<file path="config.mk">
export PLATFORM = sky130hd
export DESIGN_NAME = control
export DESIGN_NICKNAME = d
export VERILOG_FILES = /design/src/rtl/control.sv
export SDC_FILE = /design/constraint.sdc
export NUM_CORES = 1
export LEC_CHECK = 0
export BUFFER_PORTS_ARGS = -buffer_cell sky130_fd_sc_hd__buf_4
export CAP_MARGIN = 0
export CORE_MARGIN = 3
export CORE_UTILIZATION = 55
export CTS_CLUSTER_DIAMETER = 150
export DETAILED_ROUTE_END_ITERATION = 8
export MAX_ROUTING_LAYER = met4
export PLACE_DENSITY = 0.77
export SLEW_MARGIN = 20
export SYNTH_ARGS = -nofsm -noshare
export SYNTH_HDL_FRONTEND = slang
export SYNTH_SLANG_ARGS = --single-unit
</file>
<file path="constraint.sdc">
create_clock -name clk -period 6.3 [get_ports clk]
set_clock_uncertainty 0.15 [all_clocks]
set_input_delay 0.945 -clock clk [delete_from_list [all_inputs] [get_ports clk]]
set_output_delay 0.945 -clock clk [all_outputs]
set_load 0.05 [all_outputs]
</file>
<file path="src/rtl/control.sv">
// Key-pattern player: an accepted UART word is latched onto out and held for
// C_MUSIC ms, then cleared; new words retrigger, an all-zero word is note-off.
module control #(
  parameter int C_CLK_FRQ         = 100_000_000,
  parameter int C_MUSIC           = 5,
  parameter int C_UART_DATA_WIDTH = 8
) (
  input  logic                         clk,
  input  logic                         rstb,
  input  logic                         UART_err,
  input  logic                         UART_valid,
  input  logic [C_UART_DATA_WIDTH-1:0] UART_msg,
  output logic [C_UART_DATA_WIDTH-1:0] out
);

  // Clock rates below 1 kHz still get a one-cycle prescaler period.
  localparam int TICKS     = (C_CLK_FRQ / 1000 > 0) ? (C_CLK_FRQ / 1000) : 1;
  localparam int PRE_W     = (TICKS > 1) ? $clog2(TICKS) : 1;
  localparam int MS_N      = (C_MUSIC > 0) ? C_MUSIC : 1;
  localparam int MS_W      = (MS_N > 1) ? $clog2(MS_N) : 1;
  localparam bit ZERO_HOLD = (C_MUSIC <= 0);

  localparam logic [PRE_W-1:0] PRE_LAST = PRE_W'(TICKS - 1);
  localparam logic [MS_W-1:0]  MS_LAST  = MS_W'(MS_N - 1);

  typedef enum logic {
    IDLE = 1'b0,
    PLAY = 1'b1
  } state_t;

  state_t                       state_q, state_d;
  logic [C_UART_DATA_WIDTH-1:0] out_q, out_d;
  logic [PRE_W-1:0]             pre_q, pre_d;
  logic [MS_W-1:0]              ms_q, ms_d;

  logic accept;
  logic note_on;
  logic expire;

  assign accept  = UART_valid & ~UART_err;
  assign note_on = accept & (|UART_msg);
  assign expire  = ZERO_HOLD || ((pre_q == PRE_LAST) && (ms_q == MS_LAST));

  always_ff @(posedge clk or negedge rstb) begin
    if (!rstb) begin
      state_q <= IDLE;
      out_q   <= '0;
      pre_q   <= '0;
      ms_q    <= '0;
    end else begin
      state_q <= state_d;
      out_q   <= out_d;
      pre_q   <= pre_d;
      ms_q    <= ms_d;
    end
  end

  always_comb begin
    state_d = state_q;
    out_d   = out_q;
    pre_d   = pre_q;
    ms_d    = ms_q;
    case (state_q)
      IDLE: begin
        if (note_on) begin
          state_d = PLAY;
          out_d   = UART_msg;
          pre_d   = '0;
          ms_d    = '0;
        end
      end
      PLAY: begin
        // An accepted word wins over a timer expiry in the same cycle.
        if (note_on) begin
          out_d = UART_msg;
          pre_d = '0;
          ms_d  = '0;
        end else if (accept || expire) begin
          state_d = IDLE;
          out_d   = '0;
          pre_d   = '0;
          ms_d    = '0;
        end else if (pre_q == PRE_LAST) begin
          pre_d = '0;
          ms_d  = ms_q + MS_W'(1);
        end else begin
          pre_d = pre_q + PRE_W'(1);
        end
      end
      default: begin
        state_d = IDLE;
        out_d   = '0;
        pre_d   = '0;
        ms_d    = '0;
      end
    endcase
  end

  assign out = out_q;

endmodule

</file>
==> results.txt, run 1 <==
R2r endpoint - pre_q[6]
Crit end category - flop
WP buf/inv - 1
Post-synthesis cell area - 0.001510 sq mm
Die Ht - 58.40 um
Tot Pwr - 0.4302 mW
Worst-Margin Slew - 0.6329 ns
Max cap viols - 0
Post-Route WL - 3393 um
Req. time, crit path - 6.41 ns
Placed instance count - 203
CP endpoint - pre_q[13]
RSZ-0062 raised after global routing - false
CTS tree - done
Syn_nets - 174
CP Launch Type - input port
Reg-to-reg slack, setup - 3.97 ns
Layout cells sized above 1 - 18.23%
H-tree Lvls - 2
Stages on worst setup path - 6
Fin Setup TNS - 0 ns
Reg2reg start - pre_q[14]
Distinct cells, synth - 38
Syn avg cell area - 9.498 sq um
Critical path class - in2reg
Area of the multi-input gates - 728.2 sq um
Status - finished, final reports clean
Sw power - 0.1463 mW
Cell count after synthesis - 159
Global-route wire length before repair - 5823 um
DRC - 0
Synth-to-layout area growth - 13.59%
Clk network pwr share - 26.1%
Final Cycle Share - 38.24%
Crit path largest cell delay - 0.56 ns
DR vias/cell - 6.313
Die Wd - 58.40 um
Gr usage total - 23.55%
Reg clk slew, reported paths - 0.10 ns
Num CTS Buffers - 5
P_leak - 0.7855 nW
Ys Warns - 0
Sw Share - 34.01%
Num Clock Sinks - 29
Post-synthesis register bit count - 29
Seq. cell area - 725.7 sq um
Final core occ - 67.40%
CTS resizes - 0
Post-cts hold buffer count - 0
Final Hold Violating Endpoints - 0
HP Class - reg2reg
Via count - 1,332
Delay-heaviest family, CP - simple AND/OR/NAND/NOR gates
I/O pin total - 20
Maximum fanout along the worst path - 16
VDD IR max - 0.1740 mV
Clock latency on the worst-skew pair - 0.34 ns
Final Instance Count excl. Fillers - 211
Post-place setup slack - 3.559 ns
Post-synth top flop - dfrtp_1
Final GP Congestion - 0.8341
Drt first-iter violations - 62
DRT Pass-1 Iters - 4
Comb power frac - 22.0%
Core ar. - 0.002545 sq mm
Slowest-stage cell, CP - nor2_2
Dpl hpwl - 2310 um
Async SR Flop Fraction - 100.0%
Grt ovf - 0
Peak Freq - 415.1 MHz
Vias in the first global route - 1,256
Crit-path cells - buf_4 -> nand2b_1 -> nand2_1 -> nor2_2 -> o21ai_0 -> a31oi_1
Int Pwr - 0.2839 mW
Final setup viols - 0
Sequential share of power - 52.0%
Die area - 0.003411 sq mm
Seq/Total Area, Yosys - 48.05%
Largest net degree at the start of global routing - 30
Critical path launch point - UART_err
Number of synthesized flops with an enable pin - 0
Max-slew violations - 0
Clock root buffer - clkbuf_4
Initial antenna violation count - 0
Post CTS Setup Buffer Count - 0
Worst r2r path cells - 5
Rows - 18
Initial Util - 59.34%
NumNets Final - 195
Cell Pwr Density - 250.8 mW/mm^2
Clock Path Buffers - 2
Setup ws final - 3.891 ns
Post-DRT Antenna Nets - 0
# diodes - 0
Rel. slew slack - 57.72%
Fill count - 207
Final worst path period need - 2.409 ns
Worst EP arrival - 2.52 ns
Avg WL per Cell - 16.08 um
Port bufs - 19
[through the flow]
stage | hold WS [ns] | area, sq um
after floorplan | 0.2912 | 1510
after global placement | 0.3107 | 1664
after detailed placement | 0.3318 | 1664
after CTS | 0.3457 | 1715
after global routing | 0.3628 | 1715
final | 0.3407 | 1715
[worst min-delay path by stage]
stage / from / endpoint / slack (ns) / cells past startpoint
2_1_floorplan: ms_q[2] / ms_q[2] / 0.29 / 1
3_3_place_gp: ms_q[2] / ms_q[2] / 0.31 / 1
3_5_place_dp: ms_q[2] / ms_q[2] / 0.33 / 1
4_1_cts: ms_q[2] / ms_q[2] / 0.35 / 1
5_1_grt: ms_q[2] / ms_q[2] / 0.36 / 1
6_report: ms_q[2] / ms_q[2] / 0.34 / 1
[area by class of cell]
class	instances	area share (%)
Tap cell	30	2.188
Clock buffer	6	2.407
Inverter	8	1.751
Multi-Input combinational cell	117	42.45
Clock inverter	2	0.5835
Timing Repair Buffer	19	8.315
Sequential cell	29	42.30
[flip-flops by register name, indices dropped and copies added (netlist names)]
signal   cells
ms_q         3
out          8
pre_q       17
state_q      1
[power groups by stage]
stage          combinational, mW  sequential, mW  clock, mW
2_1_floorplan             0.0432           0.244          0
3_3_place_gp              0.0920           0.224          0
3_5_place_dp              0.0939           0.225          0
4_1_cts                   0.0953           0.223      0.113
5_1_grt                    0.105           0.227      0.122
6_report                  0.0945           0.224      0.112
[cells by family after synthesis]
group | Yosys count | synth area share [%]
simple gates | 61 | 22.45
fa+ha+maj | 3 | 2.486
flops | 29 | 48.05
buf+inv | 13 | 3.728
xor+xnor | 1 | 0.5801
compound gates | 52 | 22.70
[synth_stat cells, drive strengths merged, types with 2 or more instances]
cell type | number | area [sq um]
nor4 | 5 | 46.29
nand3 | 8 | 40.04
or3 | 2 | 12.51
nand2b | 2 | 12.51
clkbuf | 4 | 15.01
nor3 | 4 | 20.02
a21oi | 10 | 50.05
inv | 8 | 30.03
and3 | 2 | 12.51
a21o | 3 | 22.52
a22o | 9 | 78.83
nand4 | 7 | 43.79
or2 | 2 | 12.52
nor2b | 2 | 12.51
dfrtp | 29 | 725.7
nor2 | 12 | 47.55
ha | 3 | 37.54
a41oi | 2 | 17.52
o21ai | 17 | 85.08
a31oi | 4 | 25.02
nand2 | 12 | 47.55
[routing by layer]
layer	routed length [um]	share of wire, %	GRT usage [%]
met5	0	0	-
met2	1551	46	34.45
met1	1578	47	29.12
met3	203	6.0	7.018
met4	59	1.7	12.91
[cells in the final DEF (no fill, tap or decap), types with 5 or more instances in the layout]
cell,instances
o21ai_1,10
o21ai_0,7
nand4_1,7
nand3_1,8
buf_4,19
a21oi_1,10
a22o_1,9
nand2_1,11
nor2_1,11
inv_1,8
dfrtp_1,29
clkbuf_4,5
Power figures use the tool's default switching activity.
==> run 2, diff against run 1 <==
ABC_AREA = 1   (was default)
PLACE_DENSITY = 0.76   (was 0.77)
clock period = 2.3 ns   (was 6.3 ns; I/O delays follow)
==> results.txt, run 2 <==
Status - finished, final reports clean (unchanged)
NumNets Final - 260 (was 195)
I/O pin total - 20 (unchanged)
Final GP Congestion - 0.9477 (was 0.8341)
Crit end category - flop (unchanged)
Worst EP arrival - 1.91 ns (was 2.52 ns)
Worst r2r path cells - 8 (was 5)
Post-synthesis cell area - 0.001653 sq mm (was 0.001510 sq mm)
Peak Freq - 542.1 MHz
Hold Startpoint - UART_msg[3] (was ms_q[2])
Dpl hpwl - 2438 um (was 2310 um)
Final Cell Area - 0.001869 sq mm (was 0.001715 sq mm)
Final Hold Violating Endpoints - 0 (unchanged)
Avg WL per Cell - 11.57 um (was 16.08 um)
Fin Setup TNS - 0 ns (unchanged)
P_leak - 0.9225 nW (was 0.7855 nW)
Post CTS Setup Buffer Count - 0 (unchanged)
Final worst path period need - 1.845 ns
Port bufs - 19 (unchanged)
WHS Endpoint - out[3] (was ms_q[2])
Number of synthesized flops with an enable pin - 0 (unchanged)
DRT Pass-1 Iters - 4 (unchanged)
Reg-to-reg slack, setup - 0.46 ns (was 3.97 ns)
Leading area contributor after synthesis - dfrtp_1 (unchanged)
Crit-path cells - ha_1 -> nand3_1 -> nor2_1 -> nand3_1 -> nand2_2 -> nand3_2 -> nand2_1 -> nand2_1 (was buf_4 -> nand2b_1 -> nand2_1 -> nor2_2 -> o21ai_0 -> a31oi_1)
HP Class - in2reg (was reg2reg)
Grt ovf - 0 (unchanged)
Critical path class - reg2reg (was in2reg)
CTS resizes - 0 (unchanged)
Setup ws final - 0.4552 ns (was 3.891 ns)
Largest net degree at the start of global routing - 30 (unchanged)
VDD IR max - 0.5407 mV (was 0.1740 mV)
# diodes - 0 (unchanged)
Global-route wire length before repair - 5437 um (was 5823 um)
Biggest register - pre_q (unchanged)
Clock Path Buffers - 2 (unchanged)
Num Clock Sinks - 29 (unchanged)
Most frequent cells in the layout - 76 x nand2_1, 29 x dfrtp_1, 26 x nor2_1, 24 x inv_1, 19 x buf_4 (was 29 x dfrtp_1, 19 x buf_4, 11 x nand2_1, 11 x nor2_1)
Top-area cell type share of the netlist area - 43.91% (was 48.05%)
Reg2reg start - pre_q[1] (was pre_q[14])
Max cap viols - 0 (unchanged)
R2r endpoint - out[4] (was pre_q[6])
CTS tree - done (unchanged)
Final Cycle Share - 80.21%
Cell count after synthesis - 221 (was 159)
Max-slew violations - 0 (unchanged)
Gr usage total - 20.63% (was 23.55%)
Synth top area cells - dfrtp_1 44%, nand2_1 17%, nor2_1 5.9% (was dfrtp_1 48%, a22o_1 5.2%, a21oi_1 3.3%)
Cell Pwr Density - 820.3 mW/mm^2 (was 250.8 mW/mm^2)
Post-synth top flop - dfrtp_1 (unchanged)
DP Area - 0.001804 sq mm (was 0.001664 sq mm)
Post-synth top cells - 76 x nand2_1, 29 x dfrtp_1, 26 x nor2_1 (was 29 x dfrtp_1, 11 x nand2_1, 11 x nor2_1)
Maximum fanout along the worst path - 12 (was 16)
DRC - 0 (unchanged)
Commonest non-fill, non-tap cell in the layout - nand2_1 (was dfrtp_1)
RSZ-0062 raised after global routing - false (unchanged)
WP buf/inv - 0 (was 1)
Ys Warns - 0 (unchanged)
Post-synthesis register bit count - 29 (unchanged)
Syn_nets - 236 (was 174)
Num CTS Buffers - 5 (unchanged)
DR vias/cell - 4.996 (was 6.313)
Rows - 19 (was 18)
Initial antenna violation count - 0 (unchanged)
Rel. slew slack - 67.61% (was 57.72%)
Delay-heaviest family, CP - simple AND/OR/NAND/NOR gates (unchanged)
Slowest-stage cell, CP - dfrtp_1 (was nor2_2)
Worst-Margin Slew - 0.4841 ns (was 0.6329 ns)
Post-cts hold buffer count - 1 (was 0)
Die area - 0.003699 sq mm (was 0.003411 sq mm)
Cell with the most instances after synthesis - nand2_1 (was dfrtp_1)
Syn avg cell area - 7.479 sq um (was 9.498 sq um)
Die Wd - 60.82 um (was 58.40 um)
CP Launch Type - flop (was input port)
Crit path largest cell delay - 0.41 ns (was 0.56 ns)
Initial Util - 58.92% (was 59.34%)
H-tree Lvls - 2 (unchanged)
Fill count - 254 (was 207)
Vias in the first global route - 1,229 (was 1,256)
Final setup viols - 0 (unchanged)
Clock root buffer - clkbuf_4 (unchanged)
Post-place setup slack - 0.4567 ns (was 3.559 ns)
Hold Path Cell Cnt - 3 (was 1)
Drt first-iter violations - 80 (was 62)
Reg clk slew, reported paths - 0.09 ns (was 0.10 ns)
Seq/Total Area, Yosys - 43.91% (was 48.05%)
Synth-to-layout area growth - 13.10% (was 13.59%)
Largest register FFs - 17 (unchanged)
Core ar. - 0.002805 sq mm (was 0.002545 sq mm)
Async SR Flop Fraction - 100.0% (unchanged)
Clock latency on the worst-skew pair - 0.33 ns (was 0.34 ns)
Post-DRT Antenna Nets - 0 (unchanged)
Die Ht - 60.82 um (was 58.40 um)
Post-Route WL - 3194 um (was 3393 um)
Distinct cells, synth - 26 (was 38)
Via count - 1,379 (was 1,332)
Req. time, crit path - 2.37 ns (was 6.41 ns)
Layout cells sized above 1 - 18.78% (was 18.23%)
-- run 2: cell count changes after synthesis, moves of 8 or more --
cell / delta
inv_1: +16
nand2_1: +65
nor2_1: +15
o21ai_1: -8
a22o_1: -9
-- run 2: worst register-to-register path, cell delays in order, from the launching register on --
cell,delay [ns]
dfrtp_1,0.41
ha_1,0.22
nand3_1,0.11
nor2_1,0.12
nand3_1,0.09
nand2_2,0.23
nand3_2,0.23
nand2_1,0.12
nand2_1,0.06
-- run 2: cell type report --
| cell class | instances | area (sq um) | area share, % |
|---|---|---|---|
| tap | 31 | 38.79 | 2.075 |
| timing repair buffer | 20 | 152.6 | 8.166 |
| sequential | 29 | 725.7 | 38.82 |
| multi-input combinational | 162 | 793.3 | 42.44 |
| clock buffer | 7 | 55.05 | 2.945 |
| inverter | 27 | 103.9 | 5.556 |
-- run 2: per-stage QoR --
step                      util, %  total power [mW]  std cells  hold slack, ns
after detailed placement    64.32             1.238        268          0.1394
after CTS                   66.64             1.549        276         0.05877
after global routing        66.64             1.625        276         0.06344
final                       66.64             1.533        276         0.06243
after global placement      64.32             1.232        268          0.1368
after floorplan                 -             1.078        221         -0.1006
-- run 2: cell families after synthesis --
| group | count (synthesis) | share of synthesized area [%] |
|---|---|---|
| simple gates | 136 | 36.18 |
| buf+inv | 30 | 8.101 |
| flops | 29 | 43.91 |
| xor+xnor | 4 | 2.120 |
| compound gates | 19 | 7.419 |
| fa+ha+maj | 3 | 2.271 |
-- run 2: worst max-delay path by stage --
stage	start	end	slack (ns)	depth (start not counted)
6_report	pre_q[1]	out[4]	0.46	8
5_1_grt	pre_q[0]	out[4]	0.29	8
2_1_floorplan	pre_q[0]	pre_q[15]	0.79	9
4_1_cts	pre_q[1]	out[4]	0.47	8
3_3_place_gp	UART_msg[2]	pre_q[3]	0.46	8
3_5_place_dp	UART_msg[2]	pre_q[15]	0.46	8
-- run 2: power by group --
group          total, mW  internal [mW]  switching, mW
Sequential         0.693          0.610         0.0826
Combinational      0.533          0.173          0.360
Clock              0.307          0.144          0.163
-- run 2: per-layer routing --
metal	vias up	share of wire (%)	GRT usage [%]	wire [um]
li1	742	-	-	-
met4	0	1.3	7.430	42
met5	-	0	-	0
met1	615	51	28.55	1640
met2	17	43	29.16	1387
met3	5	3.9	5.106	124
